[config.mk]
export PLATFORM = sky130hd
export DESIGN_NAME = joypad_reader
export DESIGN_NICKNAME = d
export VERILOG_FILES = /design/src/rtl/joypad_reader.sv
export SDC_FILE = /design/constraint.sdc
export NUM_CORES = 1
export LEC_CHECK = 0
export ABC_AREA = 0
export CORE_MARGIN = 3
export CORE_UTILIZATION = 55
export DETAILED_ROUTE_END_ITERATION = 10
export GPL_TIMING_DRIVEN = 0
export HOLD_SLACK_MARGIN = 0.15
export PLACE_DENSITY = 0.79
export SLEW_MARGIN = 15
export SYNTH_ARGS = -nofsm -noshare
export SYNTH_HDL_FRONTEND = slang
export SYNTH_SLANG_ARGS = --single-unit
[constraint.sdc]
create_clock -name clk -period 2.6 [get_ports clk]
set_input_delay 0.52 -clock clk [delete_from_list [all_inputs] [get_ports clk]]
set_output_delay 0.52 -clock clk [all_outputs]
set_load 0.01 [all_outputs]
[src/rtl/joypad_reader.sv]
// Serial reader for two shift-register game pads sharing one latch/clock pair.
// A scan strobes pad_latch, then shifts eight buttons out of both pads in
// lockstep and publishes them together on joycon_1/joycon_2 with a valid pulse.
module joypad_reader #(
  parameter int DIV = 6
) (
  input  logic       clk,
  input  logic       rst,
  input  logic       poll_req,
  input  logic       pad1_data,
  input  logic       pad2_data,
  output logic       pad_latch,
  output logic       pad_clk,
  output logic [7:0] joycon_1,
  output logic [7:0] joycon_2,
  output logic       busy,
  output logic       valid
);

  typedef enum logic [2:0] {
    S_IDLE,
    S_LATCH,
    S_WAIT,
    S_CLK_HI,
    S_CLK_LO,
    S_DONE
  } state_t;

  // Last count of a half-phase; the counter runs 0..DIV-1 inside each phase.
  localparam logic [7:0] DIV_M1 = 8'(DIV - 1);

  state_t     state, state_nx;
  logic [7:0] phase_cnt, phase_cnt_nx;
  logic [2:0] bit_idx, bit_idx_nx;
  logic [7:0] cap_1, cap_1_nx;
  logic [7:0] cap_2, cap_2_nx;
  logic       joy_load;
  logic       phase_last;

  assign phase_last = (phase_cnt == DIV_M1);

  // Next-state, phase timing and bit capture; pads are active-low so data is inverted on capture.
  always_comb begin
    state_nx     = state;
    phase_cnt_nx = phase_last ? 8'd0 : phase_cnt + 8'd1;
    bit_idx_nx   = bit_idx;
    cap_1_nx     = cap_1;
    cap_2_nx     = cap_2;
    joy_load     = 1'b0;
    case (state)
      S_IDLE: begin
        phase_cnt_nx = 8'd0;
        bit_idx_nx   = 3'd0;
        if (poll_req) begin
          state_nx = S_LATCH;
        end
      end
      S_LATCH: begin
        // The latch lasts two half-phases; bit_idx[0] marks the second one so
        // the 8-bit counter never has to reach 2*DIV.
        if (phase_last) begin
          if (!bit_idx[0]) begin
            bit_idx_nx = 3'd1;
          end else begin
            bit_idx_nx = 3'd0;
            state_nx   = S_WAIT;
          end
        end
      end
      S_WAIT: begin
        if (phase_last) begin
          cap_1_nx[0] = ~pad1_data;
          cap_2_nx[0] = ~pad2_data;
          bit_idx_nx  = 3'd1;
          state_nx    = S_CLK_HI;
        end
      end
      S_CLK_HI: begin
        if (phase_last) begin
          state_nx = S_CLK_LO;
        end
      end
      S_CLK_LO: begin
        if (phase_last) begin
          cap_1_nx[bit_idx] = ~pad1_data;
          cap_2_nx[bit_idx] = ~pad2_data;
          if (bit_idx == 3'd7) begin
            state_nx = S_DONE;
            joy_load = 1'b1;
          end else begin
            bit_idx_nx = bit_idx + 3'd1;
            state_nx   = S_CLK_HI;
          end
        end
      end
      S_DONE: begin
        phase_cnt_nx = 8'd0;
        bit_idx_nx   = 3'd0;
        state_nx     = S_IDLE;
      end
      default: begin
        phase_cnt_nx = 8'd0;
        bit_idx_nx   = 3'd0;
        state_nx     = S_IDLE;
      end
    endcase
  end

  // State, counters and capture registers; reset discards any partial scan.
  always_ff @(posedge clk) begin
    if (rst) begin
      state     <= S_IDLE;
      phase_cnt <= 8'd0;
      bit_idx   <= 3'd0;
      cap_1     <= 8'h00;
      cap_2     <= 8'h00;
    end else begin
      state     <= state_nx;
      phase_cnt <= phase_cnt_nx;
      bit_idx   <= bit_idx_nx;
      cap_1     <= cap_1_nx;
      cap_2     <= cap_2_nx;
    end
  end

  // Published pad state: loaded on the edge entering DONE so it is visible
  // in the same cycle as the valid pulse.
  always_ff @(posedge clk) begin
    if (rst) begin
      joycon_1 <= 8'h00;
      joycon_2 <= 8'h00;
    end else if (joy_load) begin
      joycon_1 <= cap_1_nx;
      joycon_2 <= cap_2_nx;
    end
  end

  // Pad strobes and status are pure state decodes, so they cannot overlap.
  always_comb begin
    pad_latch = (state == S_LATCH);
    pad_clk   = (state == S_CLK_HI);
    busy      = (state != S_IDLE);
    valid     = (state == S_DONE);
  end

endmodule

==> results of run 1 <==
==> power breakdown <==
group / switching [W] / total, W / internal (W)
logic: 0.0000364 / 0.0000565 / 0.0000201
registers: 0.00000299 / 0.000710 / 0.000707
clock network: 0.000248 / 0.000536 / 0.000288
total: 0.000287 / 0.00130 / 0.00102
==> placed cells by master (no fill, tap or decap), types with 3 or more instances in the layout <==
cell and count:
or3_1 3, clkdlybuf4s50_1 23, a211oi_2 14, mux2i_1 8
and3_1 3, xor2_1 5, inv_1 6, nor3_1 11
or2_2 3, o21ai_0 6, nor2_1 46, nand2_1 12
ha_1 4, dfxtp_1 46, nand3_1 7, clkbuf_8 5
clkbuf_1 9, a21oi_1 15
==> layout make-up <==
cell class,count,share of cell area
Buffer,14,0.0316
Clock buffer,5,0.0276
Clock inverter,3,0.0176
Inverter,6,0.00904
Multi-Input combinational cell,166,0.429
Sequential cell,46,0.370
Tap cell,46,0.0231
Timing Repair Buffer,23,0.0924
==> metal layers <==
metal | vias up | global-route usage
met5 | - | 0
met4 | 0 | 0.0532
met3 | 2 | 0.0616
met2 | 39 | 0.307
met1 | 787 | 0.308
li1 | 866 | -
==> worst reg2reg max path, cell delays in order, from the launching register on <==
cell	delay, ps
dfxtp_1	420
ha_1	200
nor4b_2	330
nand4_1	360
or3_1	470
mux2i_1	260
a211oi_2	100
==> registers in the layout, summed over array words and instances, names as in the netlist <==
name / count
cap_1: 8
cap_2: 8
joycon_1: 8
joycon_2: 8
phase_cnt: 8
bit_idx: 3
state: 3
==> metrics by stage <==
stage,instances,hold WS [ps],power [W],setup WS [ps],util
3_3_place_gp,301,459,0.000782,351,0.681
3_5_place_dp,301,465,0.000782,358,0.681
6_report,309,479,0.00130,289,0.713
5_1_grt,309,505,0.00134,75.8,0.713
4_1_cts,309,478,0.00131,303,0.713
2_1_floorplan,232,449,0.000761,709,-
==> cells in the mapped netlist, types with 5 or more instances <==
| library cell | n | area, um2 |
|---|---|---|
| a211oi_2 | 14 | 175 |
| a21oi_1 | 15 | 75.1 |
| clkbuf_1 | 9 | 33.8 |
| dfxtp_1 | 46 | 921 |
| inv_1 | 6 | 22.5 |
| mux2i_1 | 8 | 80.1 |
| nand2_1 | 12 | 45.0 |
| nand3_1 | 7 | 35.0 |
| nor2_1 | 46 | 173 |
| nor3_1 | 11 | 55.1 |
| o21ai_0 | 6 | 30.0 |
| xor2_1 | 5 | 43.8 |
==> how the worst max path moves through the flow <==
stage,from,end,slack [ps],depth (start not counted)
floorplan,phase_cnt[0],joycon_1[2],710,6
global route,phase_cnt[0],joycon_1[2],80,6
global placement,phase_cnt[0],joycon_2[2],350,6
CTS,state[0],pad_latch,300,3
finish,state[0],pad_latch,290,3
detailed placement,phase_cnt[0],joycon_2[2],360,6
==> cell families (layout without fill, tap and decap cells) <==
| group | after synthesis | in the layout | synth area share |
|---|---|---|---|
| mux | 8 | 8 | 0.0383 |
| flops | 46 | 46 | 0.440 |
| xor+xnor | 6 | 6 | 0.0251 |
| fa+ha+maj | 4 | 4 | 0.0239 |
| buf+inv | 20 | 51 | 0.0485 |
| compound gates | 44 | 44 | 0.172 |
| simple gates | 104 | 104 | 0.252 |
==> results.toml, run 1 <==
[logic_synthesis]
ys_seq_area_frac = 0.440
ys_seq_elements = 46
netlist_area_um2 = 2090
synth_cell_type_count = 41
ys_warn_count = 0
synthArstFlopShare = 0
syn_inst = 232
synth_edf_count = 0
syn_avg_cell_area_um2 = 9.01
ys.flop_type = "dfxtp_1"
syn_nets = 241

[floorplanning]
core_area_um2 = 3490
dieArea_um2 = 4580
rows = 21
die_h_um = 67.7
ioPinCount = 25
die_w_um = 67.7
start_util = 0.598

[route]
postRouteAntennaNets = 0
wirelength_um = 4270
drt_iter0_markers = 181
wire_per_inst_um = 13.8
vias = 1694
post-route-drc-count = 0
met1_length_um = 2150
drt-vias-per-instance = 5.48
wl_met3_um = 230
wl_met2_um = 1870
highest_layer = "met4"
first_pass_iters = 4

[finish]
fill_cells = 293
antenna_cells = 0
regArea_um2 = 921
fin_area_um2 = 2490
drive_gt1_frac = 0.133
syn_to_final_growth_pct = 19.2
multi_input_area_um2 = 1070
final_nets = 271

[critical_path]
crit_family = "buffers and inverters"
path_max_fanout = 10
crit_slowest_cell = "clkdlybuf4s50_1"
max_stage_delay_ps = 570
cp-end-kind = "output pin"
crit_required_ps = 2080
cp.arrival_ps = 1790
cp.buffers_inverters = 2
crit_chain = "clkbuf_1 > nor3b_1 > clkdlybuf4s50_1"
reg2reg_depth = 6
criticalPathCategory = "reg -> out"
rr_endpoint = "joycon_1[2]"
r2r_slack_ps = 340
critPathLaunchType = "flip-flop"
timing.rr.start = "phase_cnt[0]"

[global_routing]
track_usage = 0.213
grt_pass1_wl_um = 7360
grt_max_degree = 16
antenna_found_initial = 0
overflow = 0
grt_pass1_vias = 1564

[timing]
rsz0062_at_grt = "no"
tightest_slew_ps = 634
clock.fmax_mhz = 433
report.final.slew_viol_count = 0
relSlewSlack = 0.577
skew_ps = 8.02
min_period_over_period = 0.889
setup_viol = 0
final_hold_viol_count = 0
setup_tns_ps = 0
fin_crit_ps = 2310

[clock_network]
clk_pin_slew_worst_paths_ps = 90
clk_latency_ps = 300
post_cts_resized = 0
clock-sinks = 46
cts-buffers-inserted = 5
cts_max_path_buffers = 2
holdBufCountCts = 0
cts_tree = "yes"
post_cts.repair.setup_buffers = 0
clockRootBuffer = "clkbuf_8"
h-tree-depth = 2

[pwr]
powerDensity_nw_per_um2 = 523
p_leak_nw = 0.874
vdd_ir_drop_max_mv = 0.364

[placement]
dpl.hpwl_um = 2990
port_buffers = 23
gp_congestion = 0.897
placed_area_um2 = 2380

[hold_path]
hold_path.class = "reg -> reg"
hold_depth = 2
hold_path.startpoint = "cap_1[3]"
holdPathEnd = "cap_1[3]"

[run]
maxCapViolations = 0

[run_status]
status = "finished, final reports clean"
No activity file was read; power rests on OpenSTA's default activity.
==> inputs of run 2 (changes only) <==
--- a/config.mk
+++ b/config.mk
@@ -6,12 +6,12 @@
 export NUM_CORES = 1
 export LEC_CHECK = 0
 export ABC_AREA = 0
-export CORE_MARGIN = 3
-export CORE_UTILIZATION = 55
+export CORE_MARGIN = 10
+export CORE_UTILIZATION = 49
 export DETAILED_ROUTE_END_ITERATION = 10
 export GPL_TIMING_DRIVEN = 0
-export HOLD_SLACK_MARGIN = 0.15
-export PLACE_DENSITY = 0.79
+export HOLD_SLACK_MARGIN = 0.03
+export PLACE_DENSITY = 0.74
 export SLEW_MARGIN = 15
 export SYNTH_ARGS = -nofsm -noshare
 export SYNTH_HDL_FRONTEND = slang
==> constraint.sdc (replaced) <==
create_clock -name clk -period 2.05 [get_ports clk]
set_input_delay 0.41 -clock clk [delete_from_list [all_inputs] [get_ports clk]]
set_output_delay 0.41 -clock clk [all_outputs]
set_load 0.01 [all_outputs]
==> results.toml, run 2 (synthesized netlist as in run 1, its figures left out) <==
[route]
post-route-drc-count = 0
first_pass_iters = 4
wire_per_inst_um = 14.6
wirelength_um = 4660
postRouteAntennaNets = 0
drt_iter0_markers = 158
drt-vias-per-instance = 5.51
vias = 1758

[finish]
syn_to_final_growth_pct = 25.7
drive_gt1_frac = 0.219
layout_commonest_cell = "nor2_1"
fin_util = 0.648
antenna_cells = 0
multi_input_area_um2 = 1140
layout.cells.non_filler = 319
layout_common_cells = "44 x nor2_1, 41 x dfxtp_1, 20 x clkdlybuf4s50_1"
regArea_um2 = 930
final_nets = 277
fill_cells = 335

[pwr]
total_power_w = 0.00166
powerDensity_nw_per_um2 = 633
p_leak_nw = 0.937
vdd_ir_drop_max_mv = 0.483

[clock_network]
clk_latency_ps = 310
clk_pin_slew_worst_paths_ps = 90
cts-buffers-inserted = 5
clockRootBuffer = "clkbuf_8"
h-tree-depth = 2
holdBufCountCts = 0
clock-sinks = 46
cts_max_path_buffers = 2
cts_tree = "yes"

[timing]
relSlewSlack = 0.567
setup_tns_ps = 0
skew_ps = 7.46
rsz0062_at_grt = "yes"
clock.fmax_mhz = 491
report.final.slew_viol_count = 0
final_hold_viol_count = 0
tightest_slew_ps = 650
min_period_over_period = 0.993
setup_viol = 0
fin_crit_ps = 2040

[global_routing]
overflow = 0
grt_pass1_vias = 1739
track_usage = 0.127
grt_max_degree = 16
grt_pass1_wl_um = 7850
antenna_found_initial = 0

[run_status]
status = "finished, final reports clean"

[floorplanning]
dieArea_um2 = 7280
die_w_um = 85.3
core_area_um2 = 4060
rows = 23
ioPinCount = 25
die_h_um = 85.3
start_util = 0.515

[critical_path]
criticalPathCategory = "reg -> reg"
cp-end-kind = "flip-flop"
cp.arrival_ps = 2210
critPathLaunchType = "flip-flop"
crit_required_ps = 2220
path_max_fanout = 5

[placement]
gp_congestion = 0.861
dp.cells = 305
dpl.hpwl_um = 3270
port_buffers = 23

[run]
maxCapViolations = 0

[hold_path]
hold_path.class = "reg -> reg"
==> run 2: changes by cell type in the layout (fill, tap and decap cells not counted), moves of 2 or more <==
cell	previous run	this run
clkbuf_4	0	3
buf_4	2	8
nor2_1	46	44
nor2_2	0	2
mux2i_1	8	6
dlygate4sd2_1	0	2
clkdlybuf4s50_1	23	20
clkbuf_1	9	6
dfxtp_2	0	4
dfxtp_1	46	41
==> run 2: per-layer routing <==
metal | vias up | part of all wire | global-route usage
li1 | 883 | - | -
met2 | 32 | 0.47 | 0.203
met5 | - | 0 | 0
met4 | 0 | 0.012 | 0.0509
met1 | 838 | 0.47 | 0.152
met3 | 5 | 0.050 | 0.0440
==> run 2: critical path, cell delays in order, from the launching register on <==
cell and delay (ps):
dfxtp_2 350, inv_2 60, ha_4 120, nor4b_4 260
nand4_1 270, or3_4 500, mux2i_2 240, a211oi_2 100
==> run 2: final timing paths <==
kind	from	endpoint	slack [ps]	cells after the start
worst max-delay path	phase_cnt[1]	joycon_1[2]	10	7
worst max register to register	phase_cnt[1]	joycon_1[2]	10	7
worst min register to register	phase_cnt[0]	phase_cnt[0]	470	1
worst min-delay path	phase_cnt[0]	phase_cnt[0]	470	1
==> run 2: what timing repair did <==
item                                    in CTS  in global routing
pin swaps                                    3                  5
resized for setup                            7                 25
buffers inserted                             5                  1
endpoints found under the setup margin      30                 23
hold endpoints to repair                     0                  0
==> run 2: metrics by stage <==
step | cell area [um2] | setup slack, ps | hold slack (ps)
final | 2630 | 13.6 | 471
after global routing | 2630 | -50.8 | 488
after CTS | 2540 | 4.08 | 470
after detailed placement | 2380 | -223 | 472
after global placement | 2380 | -195 | 459
after floorplan | 2090 | 159 | 449
==> run 2: report_power, final <==
part	switching (W)	internal, W	total (W)
logic	0.0000472	0.0000279	0.0000751
clock network	0.000321	0.000366	0.000687
registers	0.00000497	0.000897	0.000902
==> run 2: area by class of cell <==
cell class	instances	share of cell area
flip-flops and latches	46	0.354
inverters	6	0.00857
plain buffers	14	0.0343
multi-input cells	166	0.432
well taps	50	0.0238
clock inverters	3	0.0167
repair buffers	29	0.105
clock buffers	5	0.0262
